<file path="src/rtl/riscv_pkg.sv">
// Shared RISC-V front-end definitions: datapath width, the canonical nop,
// the fetch FSM state encoding, the IF/ID slot layout and the major opcode
// constants that decode also relies on.
package riscv_pkg;

  localparam int XLEN = 32;

  // addi x0, x0, 0 -- what the IF/ID slot holds before anything is fetched
  localparam logic [31:0] NOP_INSTR = 32'h0000_0013;

  // FAULT is only ever entered when misaligned-redirect trapping is built in
  typedef enum logic [1:0] {
    BOOT  = 2'd0,
    RUN   = 2'd1,
    HOLD  = 2'd2,
    FAULT = 2'd3
  } fetch_state_t;

  // Contents of the IF/ID pipeline slot as decode sees it
  typedef struct packed {
    logic            valid;
    logic [31:0]     instr;
    logic [XLEN-1:0] pc;
  } if_slot_t;

  // Major opcodes (instr[6:0]) shared with the decode stage
  localparam logic [6:0] OPC_LOAD   = 7'b000_0011;
  localparam logic [6:0] OPC_OP_IMM = 7'b001_0011;
  localparam logic [6:0] OPC_AUIPC  = 7'b001_0111;
  localparam logic [6:0] OPC_STORE  = 7'b010_0011;
  localparam logic [6:0] OPC_OP     = 7'b011_0011;
  localparam logic [6:0] OPC_LUI    = 7'b011_0111;
  localparam logic [6:0] OPC_BRANCH = 7'b110_0011;
  localparam logic [6:0] OPC_JALR   = 7'b110_0111;
  localparam logic [6:0] OPC_JAL    = 7'b110_1111;
  localparam logic [6:0] OPC_SYSTEM = 7'b111_0011;

  // Extracts the major opcode field of an instruction word
  function automatic logic [6:0] opcodeOf(input logic [31:0] instr);
    return instr[6:0];
  endfunction

  // True for the control-transfer opcodes that can cause a fetch redirect
  function automatic logic isControlTransfer(input logic [31:0] instr);
    logic [6:0] opc;
    opc = opcodeOf(instr);
    return (opc == OPC_BRANCH) || (opc == OPC_JAL) || (opc == OPC_JALR);
  endfunction

endpackage

</file>
<file path="src/rtl/fetch_stage_if_id_reg.sv">
// IF/ID slot register: holds the fetched instruction, its PC and a valid
// bit. Flush has priority over load; with neither asserted the slot holds.
// A flush only kills the valid bit, the stale data is left in place since
// nobody looks at it while valid is low.
module if_id_reg
  import riscv_pkg::*;
#(
  parameter int W = XLEN
) (
  input  logic         clk,
  input  logic         reset,
  input  logic         load_i,
  input  logic         flush_i,
  input  logic [31:0]  instr_i,
  input  logic [W-1:0] pc_i,
  output logic         valid_o,
  output logic [31:0]  instr_o,
  output logic [W-1:0] pc_o
);

  logic         valid_q, valid_d;
  logic [31:0]  instr_q, instr_d;
  logic [W-1:0] pc_q, pc_d;

  // Next slot contents: flush beats load, otherwise hold
  always_comb begin
    valid_d = valid_q;
    instr_d = instr_q;
    pc_d    = pc_q;
    if (flush_i) begin
      valid_d = 1'b0;
    end else if (load_i) begin
      valid_d = 1'b1;
      instr_d = instr_i;
      pc_d    = pc_i;
    end
  end

  // Slot register, reset to an empty slot holding a nop at address zero
  always_ff @(posedge clk) begin
    if (reset) begin
      valid_q <= 1'b0;
      instr_q <= NOP_INSTR;
      pc_q    <= '0;
    end else begin
      valid_q <= valid_d;
      instr_q <= instr_d;
      pc_q    <= pc_d;
    end
  end

  assign valid_o = valid_q;
  assign instr_o = instr_q;
  assign pc_o    = pc_q;

endmodule

</file>
<file path="src/rtl/fetch_stage.sv">
// Instruction fetch stage. Owns the PC, presents it to a combinational
// instruction memory and registers the returned word into the IF/ID slot.
// A redirect from EX flushes the slot and reloads the PC; decode throttles
// the stage through id_ready. Sequential fetch wraps inside the memory.
//
// Build option FETCH_MISALIGN_TRAP_EN: a redirect to a non-word-aligned
// target parks the stage in FAULT with a sticky misalign_fault flag until
// reset. Without it the low two target bits are simply dropped and the
// misalign_fault port does not exist.
module fetch_stage #(
  parameter int              XLEN       = 32,
  parameter logic [XLEN-1:0] RESET_PC   = '0,
  parameter int              IMEM_BYTES = 64
) (
  input  logic            clk,
  input  logic            reset,
  output logic [XLEN-1:0] PC_out,
  input  logic [31:0]     instruction,
  input  logic            branch_taken,
  input  logic [XLEN-1:0] branch_target,
  input  logic            id_ready,
  output logic            if_valid,
  output logic [31:0]     if_instr,
  output logic [XLEN-1:0] if_pc,
  output logic [31:0]     fetch_cnt
`ifdef FETCH_MISALIGN_TRAP_EN
  ,
  output logic            misalign_fault
`endif
);

  import riscv_pkg::*;

  localparam logic [XLEN-1:0] IMEM_SIZE  = XLEN'(IMEM_BYTES);
  localparam logic [XLEN-1:0] WORD_STEP  = XLEN'(4);
  localparam logic [XLEN-1:0] ALIGN_MASK = {{(XLEN-2){1'b1}}, 2'b00};

  fetch_state_t    state_q, state_d;
  logic [XLEN-1:0] pc_q, pc_d;
  logic [XLEN-1:0] pcPlus4, pcSeq, redirectPc;
  logic [31:0]     fetchCnt_q, fetchCnt_d;
  logic            slotLoad, slotFlush, slotValid;
  logic            slotFree, redirect, handshake;

`ifdef FETCH_MISALIGN_TRAP_EN
  logic            fault_q, fault_d;
  logic            misalignedRedirect;
`endif

  // Sequential successor wraps to zero instead of running off the last word
  assign pcPlus4 = pc_q + WORD_STEP;
  assign pcSeq   = (pcPlus4 == IMEM_SIZE) ? '0 : pcPlus4;

  // Redirect targets are folded into the memory and forced word-aligned
  assign redirectPc = (branch_target % IMEM_SIZE) & ALIGN_MASK;

  // The slot can take a new word when it is empty or being drained now
  assign slotFree  = !slotValid || id_ready;
  assign handshake = slotValid && id_ready;

`ifdef FETCH_MISALIGN_TRAP_EN
  assign redirect           = branch_taken && (state_q != FAULT);
  assign misalignedRedirect = redirect && (branch_target[1:0] != 2'b00);
`else
  assign redirect = branch_taken;
`endif

  // FSM state register
  always_ff @(posedge clk) begin
    if (reset) begin
      state_q <= BOOT;
    end else begin
      state_q <= state_d;
    end
  end

  // FSM next state: a redirect overrides both stall and capture decisions
  always_comb begin
    state_d = state_q;
    unique case (state_q)
      BOOT:      state_d = RUN;
      RUN, HOLD: state_d = slotFree ? RUN : HOLD;
`ifdef FETCH_MISALIGN_TRAP_EN
      FAULT:     state_d = FAULT;
`endif
      default:   state_d = BOOT;
    endcase
    if (redirect) begin
`ifdef FETCH_MISALIGN_TRAP_EN
      state_d = misalignedRedirect ? FAULT : RUN;
`else
      state_d = RUN;
`endif
    end
  end

  // FSM outputs: slot load/flush strobes and the next PC
  always_comb begin
    slotLoad  = 1'b0;
    slotFlush = 1'b0;
    pc_d      = pc_q;
    unique case (state_q)
      RUN, HOLD: begin
        if (slotFree) begin
          slotLoad = 1'b1;
          pc_d     = pcSeq;
        end
      end
`ifdef FETCH_MISALIGN_TRAP_EN
      FAULT: begin
        slotFlush = 1'b1;
      end
`endif
      default: begin
        slotLoad = 1'b0;
      end
    endcase
    if (redirect) begin
      slotLoad  = 1'b0;
      slotFlush = 1'b1;
`ifdef FETCH_MISALIGN_TRAP_EN
      pc_d      = misalignedRedirect ? pc_q : redirectPc;
`else
      pc_d      = redirectPc;
`endif
    end
  end

  // Program counter register
  always_ff @(posedge clk) begin
    if (reset) begin
      pc_q <= RESET_PC;
    end else begin
      pc_q <= pc_d;
    end
  end

  // Handed-over instruction counter, wraps naturally at 32 bits
  always_comb begin
    fetchCnt_d = fetchCnt_q;
    if (handshake) begin
      fetchCnt_d = fetchCnt_q + 32'd1;
    end
  end

  // Counter register
  always_ff @(posedge clk) begin
    if (reset) begin
      fetchCnt_q <= '0;
    end else begin
      fetchCnt_q <= fetchCnt_d;
    end
  end

`ifdef FETCH_MISALIGN_TRAP_EN
  // Sticky misaligned-redirect flag, only reset clears it
  always_comb begin
    fault_d = fault_q || misalignedRedirect;
  end

  // Fault flag register
  always_ff @(posedge clk) begin
    if (reset) begin
      fault_q <= 1'b0;
    end else begin
      fault_q <= fault_d;
    end
  end

  assign misalign_fault = fault_q;
`endif

  if_id_reg #(
    .W (XLEN)
  ) u_if_id_reg (
    .clk     (clk),
    .reset   (reset),
    .load_i  (slotLoad),
    .flush_i (slotFlush),
    .instr_i (instruction),
    .pc_i    (pc_q),
    .valid_o (slotValid),
    .instr_o (if_instr),
    .pc_o    (if_pc)
  );

  assign PC_out    = pc_q;
  assign if_valid  = slotValid;
  assign fetch_cnt = fetchCnt_q;

endmodule

</file>
<file path="config.mk">
export PLATFORM = sky130hd
export DESIGN_NAME = fetch_stage
export DESIGN_NICKNAME = d
export VERILOG_FILES = /design/src/rtl/riscv_pkg.sv /design/src/rtl/fetch_stage_if_id_reg.sv /design/src/rtl/fetch_stage.sv
export SDC_FILE = /design/constraint.sdc
export NUM_CORES = 1
export LEC_CHECK = 0
export CELL_PAD_IN_SITES_DETAIL_PLACEMENT = 0
export CELL_PAD_IN_SITES_GLOBAL_PLACEMENT = 1
export CORE_MARGIN = 1.5
export CORE_UTILIZATION = 36
export CTS_BUF_LIST = sky130_fd_sc_hd__clkbuf_8
export CTS_CLUSTER_DIAMETER = 200
export DETAILED_ROUTE_END_ITERATION = 8
export PLACE_DENSITY = 0.95
export RECOVER_POWER = 100
export REMOVE_ABC_BUFFERS = 1
export SKIP_CTS_REPAIR_TIMING = 1
export SLEW_MARGIN = 20
export SYNTH_ARGS = -nofsm -noshare
export SYNTH_HDL_FRONTEND = slang
export SYNTH_SLANG_ARGS = --single-unit
</file>
<file path="constraint.sdc">
create_clock -name clk -period 5.6 [get_ports clk]
set_clock_uncertainty 0.1 [all_clocks]
set_input_delay 1.12 -clock clk [delete_from_list [all_inputs] [get_ports clk]]
set_output_delay 1.12 -clock clk [all_outputs]
set_load 0.005 [all_outputs]
</file>
==> reports/results.txt, run 1 <==
FF-to-FF setup slack - 2.68 ns
Via count - 5201
H-tree depth - 4
Die height - 129 um
Worst skew pair latency - 0.44 ns
GPL Wtd Cong - 0.845
Final period util - 0.665
# fillers - 1496
Synth-to-Final Area Change - 37.7%
RSZ-0062 raised after global routing - false
CTS tree - done
Tot GR Track Use - 0.178
Post-Syn Area - 5730 um2
First-pass GRT wire length - 23600 um
Synth Area in Adders - 0.0109
# diodes - 0
Slew @ Worst Pin - 2.85 ns
Core area - 15400 um2
Initial Util - 0.373
Layout cell share with drive strength beyond 1 - 0.0526
Die Width - 129 um
Maxcap violations - 2
DP Wirelength - 9970 um
Post-synthesis simple-gate area fraction - 0.291
Complex-gate fraction of the synthesized area - 0.111
Row cnt - 45
Worst path required time - 5.83 ns
Post-Layout Inst Area - 7890 um2
CTS Sinks - 131
Unique cell type count in the Yosys netlist - 46
Wire length per cell - 13.6 um
Pin count of the biggest net entering global routing - 64
Pre-CTS setup slack - 1.88 ns
CP startpoint kind - primary input
Post-DP Area - 7520 um2
Root Driver - clkbuf_8
Critical path capture point type - register
Final worst slack - 1.87 ns
Register area - 2620 um2
Routed vias/inst - 4.79
Pwr per Cell Area - 238 nW/um2
Post-synth EDFFs - 0
Initial antenna violation count - 0
Synth cell count leaders - nand2_1 (168), dfxtp_1 (131), a21oi_1 (79)
Critical path class - primary input to register
Sequential-to-total area share from yosys stat - 0.458
Synth Area per Inst - 7.99 um2
Setup_tns - 0 ns
Hold Crit Class - register to register
Mux contribution to synthesized area - 0.00349
Grt ovf - 0
Final hold slack - 0.350 ns
Max-slew violations - 93
I/O pins - 197
Ys flop type - dfxtp_1
WP data arrival - 3.96 ns
First-pass iteration count of the detailed router - 4
Multi-input logic area - 2890 um2
Power Total - 1.87 mW
Post-synthesis async set-or-reset flop share - 0
Count leader, synth - nand2_1
Worst vdd ir - 0.113 mV
Final hold vios - 0
Clock transition at path regs - 0.07 ns
IO buf count - 168
DRT iter0 DRCs - 359
Failing checks - max-capacitance violations, max-slew violations
Mapped Cells - 717
Vias in the first global route - 4700
Largest family of logic cells by synthesized area - simple AND/OR/NAND/NOR gates
Setup violators final - 0
Max-slew headroom - -0.898
Worst Path Max Fanout - 63
Clock buffer depth - 2
Ys Warns - 0
Maximum clock frequency - 0.268 GHz
DR DRC count - 0
Top-area cell type share of the netlist area - 0.458
Area of the die - 16700 um2
Minimum clock period - 3.73 ns
Leakage power - 3.16 nW
Routed Antenna Nets - 0
Total CTS buffers - 17
Post-synthesis sequential element count - 131
Status - finished with violations
XOR/XNOR share of the synthesized area - 0.0887
Leading area contributor after synthesis - dfxtp_1
Nets - 935
Final WL - 14700 um
Top cells by area, synth - dfxtp_1 (46%), nand2_1 (11%), a21oi_1 (6.9%), xor2_1 (6.0%), nor2_1 (4.8%)
-- kinds of logic after synthesis --
logic type | count (synthesis)
AND/OR/NAND/NOR | 358
flip-flops | 131
AO/OA/AOI/OAI | 111
XOR/XNOR | 58
buffers and inverters | 52
adder cells (fa/ha/maj) | 5
multiplexers | 2
-- power breakdown --
part / internal [mW] / total, mW / leakage [nW] / switching [mW]
sequential: 0.947 / 0.960 / 1.06 / 0.0125
combinational: 0.0597 / 0.126 / 1.89 / 0.0668
clock: 0.423 / 0.787 / 0.210 / 0.364
total: 1.43 / 1.87 / 3.16 / 0.443
-- layout make-up --
| cell class | count | share of cell area |
|---|---|---|
| multi-input combinational | 534 | 0.366 |
| sequential | 131 | 0.332 |
| inverter | 7 | 0.00333 |
| tap | 211 | 0.0335 |
| timing repair buffer | 171 | 0.215 |
| clock inverter | 12 | 0.0144 |
| clock buffer | 20 | 0.0349 |
-- cells in the final DEF, fill, tap and decap left out, drive strengths merged, types with 3 or more instances in the layout --
| cell type | n |
|---|---|
| nand2 | 168 |
| dfxtp | 131 |
| dlygate4sd3 | 131 |
| a21oi | 79 |
| nor2 | 73 |
| xor2 | 39 |
| clkdlybuf4s50 | 36 |
| nand3 | 28 |
| clkbuf | 21 |
| xnor2 | 19 |
| and3 | 16 |
| nor3 | 15 |
| or3 | 13 |
| o21ai | 12 |
| nand4 | 11 |
| inv | 9 |
| and4 | 8 |
| clkinv | 7 |
| and2 | 6 |
| a31oi | 6 |
| nor4 | 6 |
| ha | 5 |
| nand2b | 5 |
| nand3b | 4 |
| buf | 3 |
-- metrics by stage --
stage                     utilization  cells
after global placement          0.489   1054
final                           0.513   1086
after global routing            0.513   1086
after floorplan                     -    672
after CTS                       0.514   1086
after detailed placement        0.489   1054
-- final timing paths --
check | startpoint | to | cells past startpoint
setup / recovery | reset | PC_out[1] | 4
hold reg to reg | u_if_id_reg.pc_o[13] | u_if_id_reg.pc_o[13] | 2
hold / removal | u_if_id_reg.pc_o[13] | u_if_id_reg.pc_o[13] | 2
setup reg to reg | state_q[0] | u_if_id_reg.instr_o[15] | 7
-- metal layers --
metal  up-vias  routed length [um]  GRT usage
li1       2703                   -          -
met1      2354                7180      0.239
met2       127                6490      0.276
met3        17                 867     0.0475
met4         0                 200     0.0641
met5         -                   0          0
-- worst max-delay path, cell delays in order --
cell	delay (ns)
buf_4	0.37
clkbuf_1	2.06
nor2_1	0.11
and2_1	0.28
-- registers in the layout (all words and copies together), names as in the netlist --
register             count
u_if_id_reg.valid_o      1
u_if_id_reg.instr_o     32
u_if_id_reg.pc_o        32
PC_out                  32
state_q                  2
fetch_cnt               32
Power figures use the tool's default switching activity.
==> run 2: changes to the inputs <==
--- a/config.mk
+++ b/config.mk
@@ -8,11 +8,11 @@
 export CELL_PAD_IN_SITES_DETAIL_PLACEMENT = 0
 export CELL_PAD_IN_SITES_GLOBAL_PLACEMENT = 1
 export CORE_MARGIN = 1.5
-export CORE_UTILIZATION = 36
+export CORE_UTILIZATION = 30
 export CTS_BUF_LIST = sky130_fd_sc_hd__clkbuf_8
 export CTS_CLUSTER_DIAMETER = 200
 export DETAILED_ROUTE_END_ITERATION = 8
-export PLACE_DENSITY = 0.95
+export PLACE_DENSITY = 0.89
 export RECOVER_POWER = 100
 export REMOVE_ABC_BUFFERS = 1
 export SKIP_CTS_REPAIR_TIMING = 1
==> constraint.sdc (replaced) <==
create_clock -name clk -period 3.1 [get_ports clk]
set_clock_uncertainty 0.1 [all_clocks]
set_input_delay 0.62 -clock clk [delete_from_list [all_inputs] [get_ports clk]]
set_output_delay 0.62 -clock clk [all_outputs]
set_load 0.005 [all_outputs]
==> run 2 against run 1 <==
  * The run now ends clean
  * Routed wire length rose by 7.0%
  * Sequential power rose by 79%
  * Critical path depth increased by 5
  * Critical path type unchanged
  * Critical endpoint is now u_if_id_reg.pc_o[18]
  * Largest cell class unchanged
  * Largest power group unchanged
  * Highest routed layer unchanged
==> reports/results.txt, run 2 (synthesized netlist as in run 1, its figures left out) <==
WP data arrival - 2.98 ns
Worst Path Max Fanout - 54
Hold Crit Class - register to register
Commonest non-fill, non-tap cell in the layout - nand2_1
Minimum clock period - 2.76 ns
First-pass GRT wire length - 25700 um
Top delay family on crit path - buffers and inverters
Tot GR Track Use - 0.163
Die Width - 141 um
Worst path required time - 3.31 ns
Routed Antenna Nets - 0
Critical path capture point type - register
CP Buf/Inv Count - 4
GR Util met3 - 0.0377
Vias in the first global route - 4980
Wire length per cell - 13.9 um
Area of the die - 19900 um2
Final worst slack - 0.337 ns
H-tree depth - 4
Total CTS buffers - 17
Slowest stage delay, CP - 0.58 ns
Grt ovf - 0
Maximum clock frequency - 0.362 GHz
Met1 Usage GRT - 0.210
GRT met2 Usage - 0.265
Root Driver - clkbuf_8
Core area - 18700 um2
Initial Util - 0.306
Most frequent cells in the layout - nand2_1 (168), dfxtp_1 (131), dlygate4sd3_1 (120), a21oi_1 (79), nor2_1 (72)
Max-slew violations - 0
First-pass iteration count of the detailed router - 4
Max-slew headroom - 0.275
Final hold vios - 0
CP startpoint kind - primary input
Final period util - 0.891
Worst-path cell chain - dlygate4sd3_1 -> clkbuf_1 -> nand2b_1 -> and2_0 -> clkbuf_1 -> nand2b_2 -> clkbuf_4 -> nand2_1 -> a21oi_1
Setup violators final - 0
Pwr per Cell Area - 445 nW/um2
Slew @ Worst Pin - 1.09 ns
Pin count of the biggest net entering global routing - 103
CTS Sinks - 131
Die height - 141 um
Critical path class - primary input to register
Final WL - 15800 um
Layout cell share with drive strength beyond 1 - 0.0647
Synth-to-Final Area Change - 41.9%
Maxcap violations - 0
Clock transition at path regs - 0.07 ns
Most used routing layer - met2
Leakage power - 3.21 nW
Clock buffer depth - 2
Critical path's slowest cell - dlygate4sd3_1
Initial antenna violation count - 0
IO buf count - 168
DRT iter0 DRCs - 196
RSZ-0062 raised after global routing - false
Status - finished, final reports clean
# diodes - 0
Row cnt - 50
Worst vdd ir - 0.242 mV
GPL Wtd Cong - 0.807
Via count - 5331
Post-DP Area - 7750 um2
Power Total - 3.62 mW
Most frequent CP cell - clkbuf_1
DP Wirelength - 10800 um
Worst skew pair latency - 0.45 ns
Setup_tns - 0 ns
Post-Layout Inst Area - 8130 um2
CTS tree - done
DR DRC count - 0
Routed vias/inst - 4.71
Nets - 957
I/O pins - 197
Pre-CTS setup slack - 0.229 ns
## run 2: cell count changes in the layout (fill, tap and decap cells not counted), moves of 4 or more
cell	before	now
buf_4	3	10
clkbuf_1	1	13
clkdlybuf4s50_1	36	47
clkinv_2	6	2
dlygate4sd3_1	131	120
## run 2: final timing paths
check,startpoint,end,slack (ns),depth (start not counted)
setup / recovery,id_ready,u_if_id_reg.pc_o[18],0.34,9
setup reg to reg,PC_out[5],PC_out[3],0.44,8
hold reg to reg,u_if_id_reg.instr_o[31],u_if_id_reg.instr_o[31],0.35,2
hold / removal,u_if_id_reg.instr_o[31],u_if_id_reg.instr_o[31],0.35,2
## run 2: final cells by class
| class | count | area, um2 |
|---|---|---|
| tap | 234 | 293 |
| sequential | 131 | 2620 |
| multi-input combinational | 534 | 2890 |
| fill | 1896 | 10600 |
| clock inverter | 12 | 179 |
| timing repair buffer | 193 | 1840 |
| inverter | 7 | 26.3 |
| clock buffer | 20 | 275 |
## run 2: layer usage
metal | wire length (um) | vias up
met1 | 7470 | 2455
met4 | 216 | 0
li1 | - | 2746
met2 | 7340 | 113
met5 | 0 | -
met3 | 747 | 17
## run 2: tightest hold or removal path, delay by kind of cell (launching register included)
| family | cells | cell delay (ns) |
|---|---|---|
| AOI/OAI and AO/OA | 1 | 0.05 |
| DFF | 1 | 0.31 |
| and+or+nand+nor | 1 | 0.05 |
## run 2: per-stage QoR
stage / util / hold slack (ns) / cells
finish: 0.435 / 0.351 / 1131
global route: 0.435 / 0.367 / 1131
CTS: 0.438 / 0.356 / 1131
detailed placement: 0.414 / 0.346 / 1099
global placement: 0.414 / 0.341 / 1099
floorplan: - / 0.347 / 672
## run 2: report_power, final
part	total, mW	internal [mW]	switching (mW)
Combinational	0.258	0.121	0.137
Clock	1.64	0.941	0.696
Sequential	1.72	1.71	0.0143
Total	3.62	2.77	0.847
